File: src/rtl/axi4_lite_slave_regfile.sv
// axi4_lite_slave_regfile
//   AXI4-Lite slave that fronts a bank of NUM_REGS memory-mapped registers.
//   Write path: AW and W are buffered independently, the write is committed
//   once both buffers hold data, and the response is held until BREADY.
//   Read path: single outstanding read, data captured on the AR handshake.
//
// Ports
//   ACLK, ARESET        clock, synchronous active-high reset
//   AW*/W*/B*           AXI4-Lite write address / data / response channels
//   AR*/R*              AXI4-Lite read address / data channels
//   reg_q               flat register contents, reg i at [i*DATA_WIDTH +: DATA_WIDTH]
//   reg_wr_pulse        one-cycle pulse per register, the cycle after an OKAY write
//
// Write FSM
//   state      | meaning
//   WR_COLLECT | gathering AW and W into their holding buffers
//   WR_RESP    | write committed, BVALID held until BREADY
// Read FSM
//   state      | meaning
//   RD_IDLE    | ARREADY high, waiting for a read address
//   RD_VALID   | RDATA/RRESP held with RVALID until RREADY

module axi4_lite_slave_regfile #(
  parameter int DATA_WIDTH = 32,
  parameter int ADDR_WIDTH = 6,
  parameter int NUM_REGS   = 16
) (
  input  logic                           ACLK,
  input  logic                           ARESET,
  input  logic [ADDR_WIDTH-1:0]          AWADDR,
  input  logic                           AWVALID,
  output logic                           AWREADY,
  input  logic [DATA_WIDTH-1:0]          WDATA,
  input  logic [DATA_WIDTH/8-1:0]        WSTRB,
  input  logic                           WVALID,
  output logic                           WREADY,
  output logic [1:0]                     BRESP,
  output logic                           BVALID,
  input  logic                           BREADY,
  input  logic [ADDR_WIDTH-1:0]          ARADDR,
  input  logic                           ARVALID,
  output logic                           ARREADY,
  output logic [DATA_WIDTH-1:0]          RDATA,
  output logic [1:0]                     RRESP,
  output logic                           RVALID,
  input  logic                           RREADY,
  output logic [NUM_REGS*DATA_WIDTH-1:0] reg_q,
  output logic [NUM_REGS-1:0]            reg_wr_pulse
);

  localparam int STRB_W   = DATA_WIDTH / 8;
  localparam int ADDR_LSB = $clog2(STRB_W);
  localparam int IDX_W    = ADDR_WIDTH - ADDR_LSB;

  localparam logic [1:0] RESP_OKAY   = 2'b00;
  localparam logic [1:0] RESP_SLVERR = 2'b10;

  localparam logic [0:0] WR_COLLECT = 1'b0;
  localparam logic [0:0] WR_RESP    = 1'b1;
  localparam logic [0:0] RD_IDLE    = 1'b0;
  localparam logic [0:0] RD_VALID   = 1'b1;

  if (DATA_WIDTH != 32 && DATA_WIDTH != 64) begin : g_bad_width
    $error("DATA_WIDTH must be 32 or 64");
  end
  if (NUM_REGS > (1 << IDX_W)) begin : g_bad_regs
    $error("NUM_REGS exceeds the decodable address range");
  end

  logic [DATA_WIDTH-1:0] regs [NUM_REGS];

  logic [0:0]            wr_state;
  logic [0:0]            rd_state;
  logic                  aw_full;
  logic [IDX_W-1:0]      aw_idx_q;
  logic                  w_full;
  logic [DATA_WIDTH-1:0] w_data_q;
  logic [STRB_W-1:0]     w_strb_q;

  logic                  aw_hs;
  logic                  w_hs;
  logic                  b_hs;
  logic                  ar_hs;
  logic                  r_hs;
  logic                  commit;

  logic [IDX_W-1:0]      ar_idx;
  logic                  ar_hit;
  logic [DATA_WIDTH-1:0] ar_data;
  logic                  wr_hit;

  // Byte-lane address bits are not part of the register index.
  logic unused_addr_bits;
  assign unused_addr_bits = ^{AWADDR[ADDR_LSB-1:0], ARADDR[ADDR_LSB-1:0]};

  assign aw_hs  = AWVALID & AWREADY;
  assign w_hs   = WVALID & WREADY;
  assign b_hs   = BVALID & BREADY;
  assign ar_hs  = ARVALID & ARREADY;
  assign r_hs   = RVALID & RREADY;
  assign commit = (wr_state == WR_COLLECT) & aw_full & w_full;
  assign ar_idx = ARADDR[ADDR_LSB +: IDX_W];

  // Decoding by explicit match keeps out-of-range indices from ever
  // addressing the register array.
  always_comb begin
    ar_hit  = 1'b0;
    ar_data = '0;
    wr_hit  = 1'b0;
    for (int i = 0; i < NUM_REGS; i++) begin
      if (ar_idx == IDX_W'(i)) begin
        ar_hit  = 1'b1;
        ar_data = regs[i];
      end
      if (aw_idx_q == IDX_W'(i)) begin
        wr_hit = 1'b1;
      end
    end
  end

  for (genvar g = 0; g < NUM_REGS; g++) begin : g_reg_q
    assign reg_q[g*DATA_WIDTH +: DATA_WIDTH] = regs[g];
  end

  always_ff @(posedge ACLK) begin
    if (ARESET) begin
      wr_state     <= WR_COLLECT;
      rd_state     <= RD_IDLE;
      aw_full      <= 1'b0;
      aw_idx_q     <= '0;
      w_full       <= 1'b0;
      w_data_q     <= '0;
      w_strb_q     <= '0;
      AWREADY      <= 1'b0;
      WREADY       <= 1'b0;
      BVALID       <= 1'b0;
      BRESP        <= RESP_OKAY;
      ARREADY      <= 1'b0;
      RVALID       <= 1'b0;
      RRESP        <= RESP_OKAY;
      RDATA        <= '0;
      reg_wr_pulse <= '0;
      for (int i = 0; i < NUM_REGS; i++) begin
        regs[i] <= '0;
      end
    end else begin
      reg_wr_pulse <= '0;

      case (wr_state)
        WR_COLLECT: begin
          if (aw_hs) begin
            aw_idx_q <= AWADDR[ADDR_LSB +: IDX_W];
            aw_full  <= 1'b1;
            AWREADY  <= 1'b0;
          end else if (!aw_full) begin
            AWREADY  <= 1'b1;
          end

          if (w_hs) begin
            w_data_q <= WDATA;
            w_strb_q <= WSTRB;
            w_full   <= 1'b1;
            WREADY   <= 1'b0;
          end else if (!w_full) begin
            WREADY   <= 1'b1;
          end

          // Both buffers full implies both READYs are already low, so the
          // handshake branches above cannot fire on a commit edge.
          if (commit) begin
            for (int i = 0; i < NUM_REGS; i++) begin
              if (aw_idx_q == IDX_W'(i)) begin
                for (int k = 0; k < STRB_W; k++) begin
                  if (w_strb_q[k]) begin
                    regs[i][k*8 +: 8] <= w_data_q[k*8 +: 8];
                  end
                end
                reg_wr_pulse[i] <= 1'b1;
              end
            end
            BRESP    <= wr_hit ? RESP_OKAY : RESP_SLVERR;
            BVALID   <= 1'b1;
            aw_full  <= 1'b0;
            w_full   <= 1'b0;
            wr_state <= WR_RESP;
          end
        end
        WR_RESP: begin
          if (b_hs) begin
            BVALID   <= 1'b0;
            AWREADY  <= 1'b1;
            WREADY   <= 1'b1;
            wr_state <= WR_COLLECT;
          end
        end
        default: wr_state <= WR_COLLECT;
      endcase

      case (rd_state)
        RD_IDLE: begin
          // regs[] is sampled before this edge's commit lands, so a
          // colliding read returns the pre-write value.
          if (ar_hs) begin
            RDATA    <= ar_hit ? ar_data : '0;
            RRESP    <= ar_hit ? RESP_OKAY : RESP_SLVERR;
            RVALID   <= 1'b1;
            ARREADY  <= 1'b0;
            rd_state <= RD_VALID;
          end else begin
            ARREADY  <= 1'b1;
          end
        end
        RD_VALID: begin
          if (r_hs) begin
            RVALID   <= 1'b0;
            ARREADY  <= 1'b1;
            rd_state <= RD_IDLE;
          end
        end
        default: rd_state <= RD_IDLE;
      endcase
    end
  end

endmodule

File: config.mk
export PLATFORM = sky130hd
export DESIGN_NAME = axi4_lite_slave_regfile
export DESIGN_NICKNAME = d
export VERILOG_FILES = /design/src/rtl/axi4_lite_slave_regfile.sv
export SDC_FILE = /design/constraint.sdc
export NUM_CORES = 1
export LEC_CHECK = 0
export CORE_AREA = 3 3 245 247
export DETAILED_ROUTE_END_ITERATION = 8
export DIE_AREA = 0 0 248 250
export PLACE_DENSITY = 0.8
export SETUP_SLACK_MARGIN = 0.1
export SYNTH_ARGS = -nofsm -noshare
export SYNTH_HDL_FRONTEND = slang
export SYNTH_SLANG_ARGS = --single-unit
File: constraint.sdc
create_clock -name ACLK -period 3.5 [get_ports ACLK]
set_clock_uncertainty 0.2 [all_clocks]
set_input_delay 0.7 -clock ACLK [delete_from_list [all_inputs] [get_ports ACLK]]
set_output_delay 0.7 -clock ACLK [all_outputs]
set_load 0.03 [all_outputs]
==> results of run 1 <==
## cell families (layout without fill, tap and decap cells)
kind of cell,count (synthesis),in the layout,synth area share [%]
other cells,1,4,0.01437
simple gates,801,801,13.06
compound gates,463,463,11.71
buf+inv,214,949,4.114
flops,611,611,66.51
mux,85,85,4.588
## cell usage in the layout, fill, tap and decap left out, drive strengths merged, types with 48 or more instances in the layout
cell and count:
clkdlybuf4s50 612, buf 177, dfxtp 99, inv 48
a21oi 122, o21ai 99, edfxtp 512, nand2 278
clkbuf 79, nor2 385
## worst paths after layout
path / end / start / slack (ps) / cells after the start
worst min register to register: w_data_q[22] / w_data_q[22] / 260 / 2
worst max-delay path: regs[1][35] / w_full / 620 / 4
worst min-delay path: w_data_q[22] / w_data_q[22] / 260 / 2
worst max register to register: regs[1][35] / w_full / 620 / 4
## through the flow
| step | area [µm²] | std cells | setup slack, ps |
|---|---|---|---|
| 3_5_place_dp | 33750 | 3561 | 288.3 |
| 3_3_place_gp | 33750 | 3561 | 302.7 |
| 5_1_grt | 35860 | 3676 | 585.6 |
| 2_1_floorplan | 26100 | 2176 | 991.5 |
| 6_report | 35870 | 3678 | 620.1 |
| 4_1_cts | 35860 | 3676 | 643.7 |
## state kept, by name (all words and copies together) (netlist names), 4 cells and up
signal,flops
w_data_q,32
regs,512
RDATA,32
w_strb_q,4
aw_idx_q,4
reg_wr_pulse,16
## critical path, delay by kind of cell, from the launching register on
kind | cells | cell delay, ps
simple gates | 4 | 1970
flops | 1 | 330
## power by group through the flow
| stage | combinational [W] | clock [W] | sequential [W] |
|---|---|---|---|
| floorplan | 0.000740 | 0 | 0.00903 |
| global placement | 0.00241 | 0 | 0.00862 |
| detailed placement | 0.00243 | 0 | 0.00863 |
| CTS | 0.00244 | 0.00691 | 0.00848 |
| global route | 0.00254 | 0.00718 | 0.00850 |
| finish | 0.00249 | 0.00694 | 0.00849 |
## routing by layer
layer	GRT usage (%)	routed length [µm]	vias up
met3	9.391	17210	349
met1	51.86	44120	11450
li1	-	-	9335
met4	17.14	6837	6
met5	0	47	-
met2	57.66	53920	2196
## cell type report
type,count,area (µm²)
Inverter,45,170.2
Fill cell,4545,21940
Clock inverter,36,379.1
Clock buffer,79,1739
Sequential cell,611,17360
Antenna cell,2,5.005
Tap cell,765,957.2
Timing Repair Buffer,789,7579
Multi-Input combinational cell,1351,7684
==> metrics.txt, run 1 <==
Commonest cells post-synth=edfxtp_1 (512), nor2_1 (381), nand2_1 (274); leakage power figure=12.91 nW; Pwr per Cell Area=approximately 500 nW/µm²; Antenna Violating Nets Remaining=0; count of different cell masters after synthesis=90; core footprint=approximately 58,000 µm²; largest cells by area after synthesis=edfxtp_1 (59%), dfxtp_1 (7.6%), nor2_1 (5.5%), nand2_1 (3.9%), a21oi_1 (2.3%); 1st-pass router iterations=9; number of cells upsized or downsized after cts=0; pin count of the biggest net entering global routing=64; row count=88; status=complete, but fails checks; drt total wl=roughly 120,000 µm; slowest library cell on the worst path=and3_1; setup repair after global routing missed its margin=no; number of sinks handled by clock tree synthesis=611; count of flip-flops with a built-in enable after synthesis=512; leftover overflow at the end of global routing=0; portion of the post-synthesis area used by sequential elements=about two thirds; maximum fanout encountered on the critical timing path=12; mean cell area of the mapped netlist=12.00 µm²; total setup violations reported at the end of the flow=0; dominant synthesized flop cell=edfxtp_1; TritonCTS clock tree=yes; Required @ worst endpoint=roughly 3600 ps; antenna violations before repair=7; total DRC errors in the routed layout=2; Die H=approximately 250 µm; overall via count from detail_route=around 23k; iteration-0 DRC count of the detailed router=around 3.8k; GP Congestion=around 0.99; final-layout worst hold slack=about 260 ps; violated checks=design-rule violations; max capacitance violation total=0; later-pin clock latency in the skew report=around 630 ps; cells along the critical path=nor2b_1, and3_1, nand2_1, nand2_1; netlist area before placement=around 26,000 µm²; number of endpoints with negative hold slack in the final report=0; cell occurring most often along the worst timing path=nand2_1; placed wire-length estimate after detailed placement=approximately 95,000 µm; post-DR vias/cell=between 6 and 7; Slew headroom=roughly a fifth; kind of start point of the critical path=flip-flop; most common cell in the netlist=edfxtp_1; net switching fraction of the power=26.99%; fraction of synthesized cell area taken by the top area cell type=approximately three fifths; number of nets in the layout=about 2.9k; Achievable Freq=around 0.35 GHz; proportion of synthesized flip-flops having asynchronous set or reset=0%; path class of the lowest-slack min-delay path=flip-flop to flip-flop; min Tclk post-route=approximately 2900 ps; leading area contributor after synthesis=edfxtp_1; logic gate share of total power=around 14%; root buffer cell=clkbuf_16; ratio of cells with drive above 1 in the final layout=between 10% and 20%; largest voltage drop on the vdd net=about 0.00039 V; sequential share of power=around 47%; data arrival time of the critical path=about 2900 ps; clock-pin slew reported for the worst setup and hold paths after clock tree synthesis=roughly 60 ps; horizontal die dimension=248 µm; Post-Route Setup TNS=0 ps; number of CTS-inserted buffers=between 60 and 70; period utilization=82.28%; effective utilization at floorplan=45.15%; P_int=0.01308 W; via count of the first global-routing pass=between 20k and 25k; flop and latch count out of synthesis=611; final core occ=between 60% and 70%; wire length of the first global-routing pass=between 150,000 and 200,000 µm; transition at the pin with the smallest max-transition slack=1188 ps; total power consumption of the routed design=about 0.018 W; final routed wire length divided by cell count=between 30 and 40 µm; deepest clock path buffer count=3; Worst Setup End Kind=flip-flop; Clk network pwr share=38.7%; switching component of the power=~0.0048 W; final count of pins violating max slew=0; total die area=just over 60,000 µm²; Post CTS Setup Buffer Count=0; # H-tree levels=2; global-route total usage across every layer=a little under two fifths; cts-stage hold buffer count=0; number of instances in the synthesized netlist=2,175; CP Class=flip-flop to flip-flop; number of warning messages in the yosys log=0; area growth from synthesis to layout=37.45%; peak per-stage delay on the critical path=580 ps; Top-Level Pins=around 620; count of buffers from port buffering=about 620
(Power assumes the default switching activity.)
==> inputs of run 2 (changes only) <==
--- a/config.mk
+++ b/config.mk
@@ -5,10 +5,10 @@
 export SDC_FILE = /design/constraint.sdc
 export NUM_CORES = 1
 export LEC_CHECK = 0
-export CORE_AREA = 3 3 245 247
+export CORE_AREA = 3 3 240 242
 export DETAILED_ROUTE_END_ITERATION = 8
-export DIE_AREA = 0 0 248 250
-export PLACE_DENSITY = 0.8
+export DIE_AREA = 0 0 243 245
+export PLACE_DENSITY = 0.83
 export SETUP_SLACK_MARGIN = 0.1
 export SYNTH_ARGS = -nofsm -noshare
 export SYNTH_HDL_FRONTEND = slang
==> constraint.sdc (replaced) <==
create_clock -name ACLK -period 2.8 [get_ports ACLK]
set_clock_uncertainty 0.2 [all_clocks]
set_input_delay 0.56 -clock ACLK [delete_from_list [all_inputs] [get_ports ACLK]]
set_output_delay 0.56 -clock ACLK [all_outputs]
set_load 0.03 [all_outputs]
==> run 2 against run 1 <==
  * Combinational power is 27% higher
  * Wire length is 0.96% lower
  * Cell count rose by 1.3%
  * The flow now finishes without violations
  * Setup slack got worse by 520 ps
  * Sequential share of layout area is 0.56 points lower
  * Clock-buffer cell count increased by 9
  * Flip-flop and latch count unchanged
  * Critical path type is now flip-flop to output port
==> metrics.txt, run 2 (synthesized netlist as in run 1, its figures left out) <==
status=finished, final reports clean; max capacitance violation total=0 (unchanged); total die area=59,540 µm² (-4.0%); number of cells upsized or downsized after cts=0 (unchanged); via count of the first global-routing pass=22.24k (+2.6%); cells along the critical path=clkdlybuf4s50_1; effective utilization at floorplan=47.18% (+2.0 points); slack of the worst reg-to-reg path=230 ps (-390 ps); Post-Route Setup TNS=0 ps (unchanged); leftover overflow at the end of global routing=0 (unchanged); wire length of the first global-routing pass=166,200 µm (+0.19%); transition at the pin with the smallest max-transition slack=1178 ps (-10.09 ps); Worst R2R Start=w_full; post-DR vias/cell=6.384 (+0.61%); ratio of cells with drive above 1 in the final layout=13.82% (+1.5 points); Pwr per Cell Area=605.9 nW/µm² (+21%); global-route total usage across every layer=39.13% (+1.1 points); total power consumption of the routed design=0.02199 W (+23%); total setup violations reported at the end of the flow=0 (unchanged); overall via count from detail_route=23.77k (+1.9%); Slew headroom=21.16% (+0.55 points); largest registers ranked by flip-flop count=regs: 512 flops, RDATA: 32 flops, w_data_q: 32 flops; path class of the lowest-slack min-delay path=input pin to flip-flop; horizontal die dimension=243 µm (-2.0%); min Tclk post-route=2703 ps; final count of pins violating max slew=0 (unchanged); final cell area excluding filler cells=36,290 µm² (+1.2%); later-pin clock latency in the skew report=660 ps (+30 ps); Worst Setup End Kind=output port; drt total wl=121,000 µm (-0.96%); leakage power figure=13.18 nW (+2.1%); core footprint=55,310 µm² (-4.3%); Post-Place Cell Area=34,300 µm² (+1.6%); number of endpoints with negative hold slack in the final report=0 (unchanged); slowest library cell on the worst path=clkdlybuf4s50_1; worst hold path stage count=3 (+1); placed wire-length estimate after detailed placement=94,570 µm (-0.47%); 1st-pass router iterations=7 (-2); HP Start=ARESET; most common library cell in the layout ignoring fill and taps=clkdlybuf4s50_1; iteration-0 DRC count of the detailed router=4,167 (+9.1%); Die H=245 µm (-2.0%); GP Congestion=1.008 (+1.3%); peak per-stage delay on the critical path=740 ps (+160 ps); worst-case hold path end point=rd_state; number of CTS-inserted buffers=60 (-1.6%); clock-pin slew reported for the worst setup and hold paths after clock tree synthesis=70 ps (about the same); capture instance of the worst register-to-register path=regs[1][61]; period utilization=a little over nine tenths; setup repair after global routing missed its margin=no; maximum fanout encountered on the critical timing path=2 (-10); kind of start point of the critical path=flip-flop; logic depth of the worst register-to-register path=5 (+1); max reg flops=512 (unchanged); number of sinks handled by clock tree synthesis=611 (unchanged); combined buffer and inverter count along the critical path=1 (+1); total DRC errors in the routed layout=0 (-2); Achievable Freq=roughly 0.37 GHz; number of nets in the layout=2,977 (+2.2%); pin count of the biggest net entering global routing=58 (-9.4%); cts-stage hold buffer count=0 (unchanged); CP Class=flip-flop to output port; Required @ worst endpoint=2040 ps (-1530 ps); # H-tree levels=2 (unchanged); data arrival time of the critical path=1940 ps (-1000 ps); deepest clock path buffer count=3 (unchanged); Antenna Violating Nets Remaining=0 (unchanged); count of buffers from port buffering=617 (unchanged); TritonCTS clock tree=yes; root buffer cell=clkbuf_16; Top-Level Pins=624 (unchanged); row count=86 (-2.3%); CP delay by family, top=buffers and inverters; antenna violations before repair=5 (-2); Reg with most FFs=regs; final routed wire length divided by cell count=32.48 µm (-2.2%); number of fillers in the final layout=4,199 (-7.6%); largest voltage drop on the vdd net=0.0005461 V (+42%); Post CTS Setup Buffer Count=0 (unchanged); leading cell types in the layout, fill and taps excluded=clkdlybuf4s50_1 (611), edfxtp_1 (512), nor2_1 (380); area growth from synthesis to layout=39.06%
## run 2: cell count changes in the layout (fill, tap and decap cells not counted), moves of 2 or more
cell / before / now
inv_4: 0 / 2
clkbuf_1: 8 / 15
clkbuf_16: 65 / 63
clkinvlp_2: 0 / 2
clkinvlp_4: 3 / 1
buf_12: 10 / 17
clkinv_2: 18 / 8
buf_4: 164 / 221
inv_6: 4 / 2
clkbuf_8: 6 / 10
clkinv_1: 5 / 10
bufinv_16: 7 / 3
## run 2: how the worst max path moves through the flow
stage                       startpoint  cells past startpoint           end  slack [ps]
after global placement       ARADDR[2]                      7     RDATA[13]          20
final                     regs[1][144]                      1    reg_q[400]         100
after global routing      regs[0][100]                      1    reg_q[100]         100
after detailed placement     ARADDR[2]                      7     RDATA[13]          -7
after floorplan                 ARESET                      6  regs[1][100]         430
after CTS                 regs[1][144]                      1    reg_q[400]         120
## run 2: report_power, final
| part | total, W | internal, W | switching [W] |
|---|---|---|---|
| clock | 0.00821 | 0.00464 | 0.00357 |
| sequential | 0.0106 | 0.0102 | 0.000386 |
| combinational | 0.00316 | 0.00114 | 0.00202 |
## run 2: routing by layer
layer  vias to the layer above  global-route usage [%]  part of all wire (%)
li1                       9464                       -                     -
met1                     11530                   51.75                    34
met2                      2373                   59.60                    44
met3                       398                   11.72                    16
met4                         8                   18.42                   6.0
met5                         -                       0                 0.050
## run 2: per-stage QoR
step	util [%]	hold slack (ps)	std cells	worst slack, ps
6_report	65.61	206.2	3724	97.07
4_1_cts	65.59	179.6	3722	116.0
3_5_place_dp	62.02	249.2	3608	-6.709
3_3_place_gp	62.02	243.6	3608	24.18
2_1_floorplan	-	236.6	2176	431.5
5_1_grt	65.60	203.3	3722	102.0
## run 2: final cells by class
type                            instances  area, µm²  share of cell area [%]
Timing Repair Buffer                  853       8149                   22.46
Clock buffer                           88       1770                   4.879
Multi-Input combinational cell       1351       7695                   21.20
Antenna cell                            2      5.005                 0.01379
Sequential cell                       611      17360                   47.83
Clock inverter                         26      205.2                  0.5655
Tap cell                              748      935.9                   2.579
Inverter                               45      171.4                  0.4724
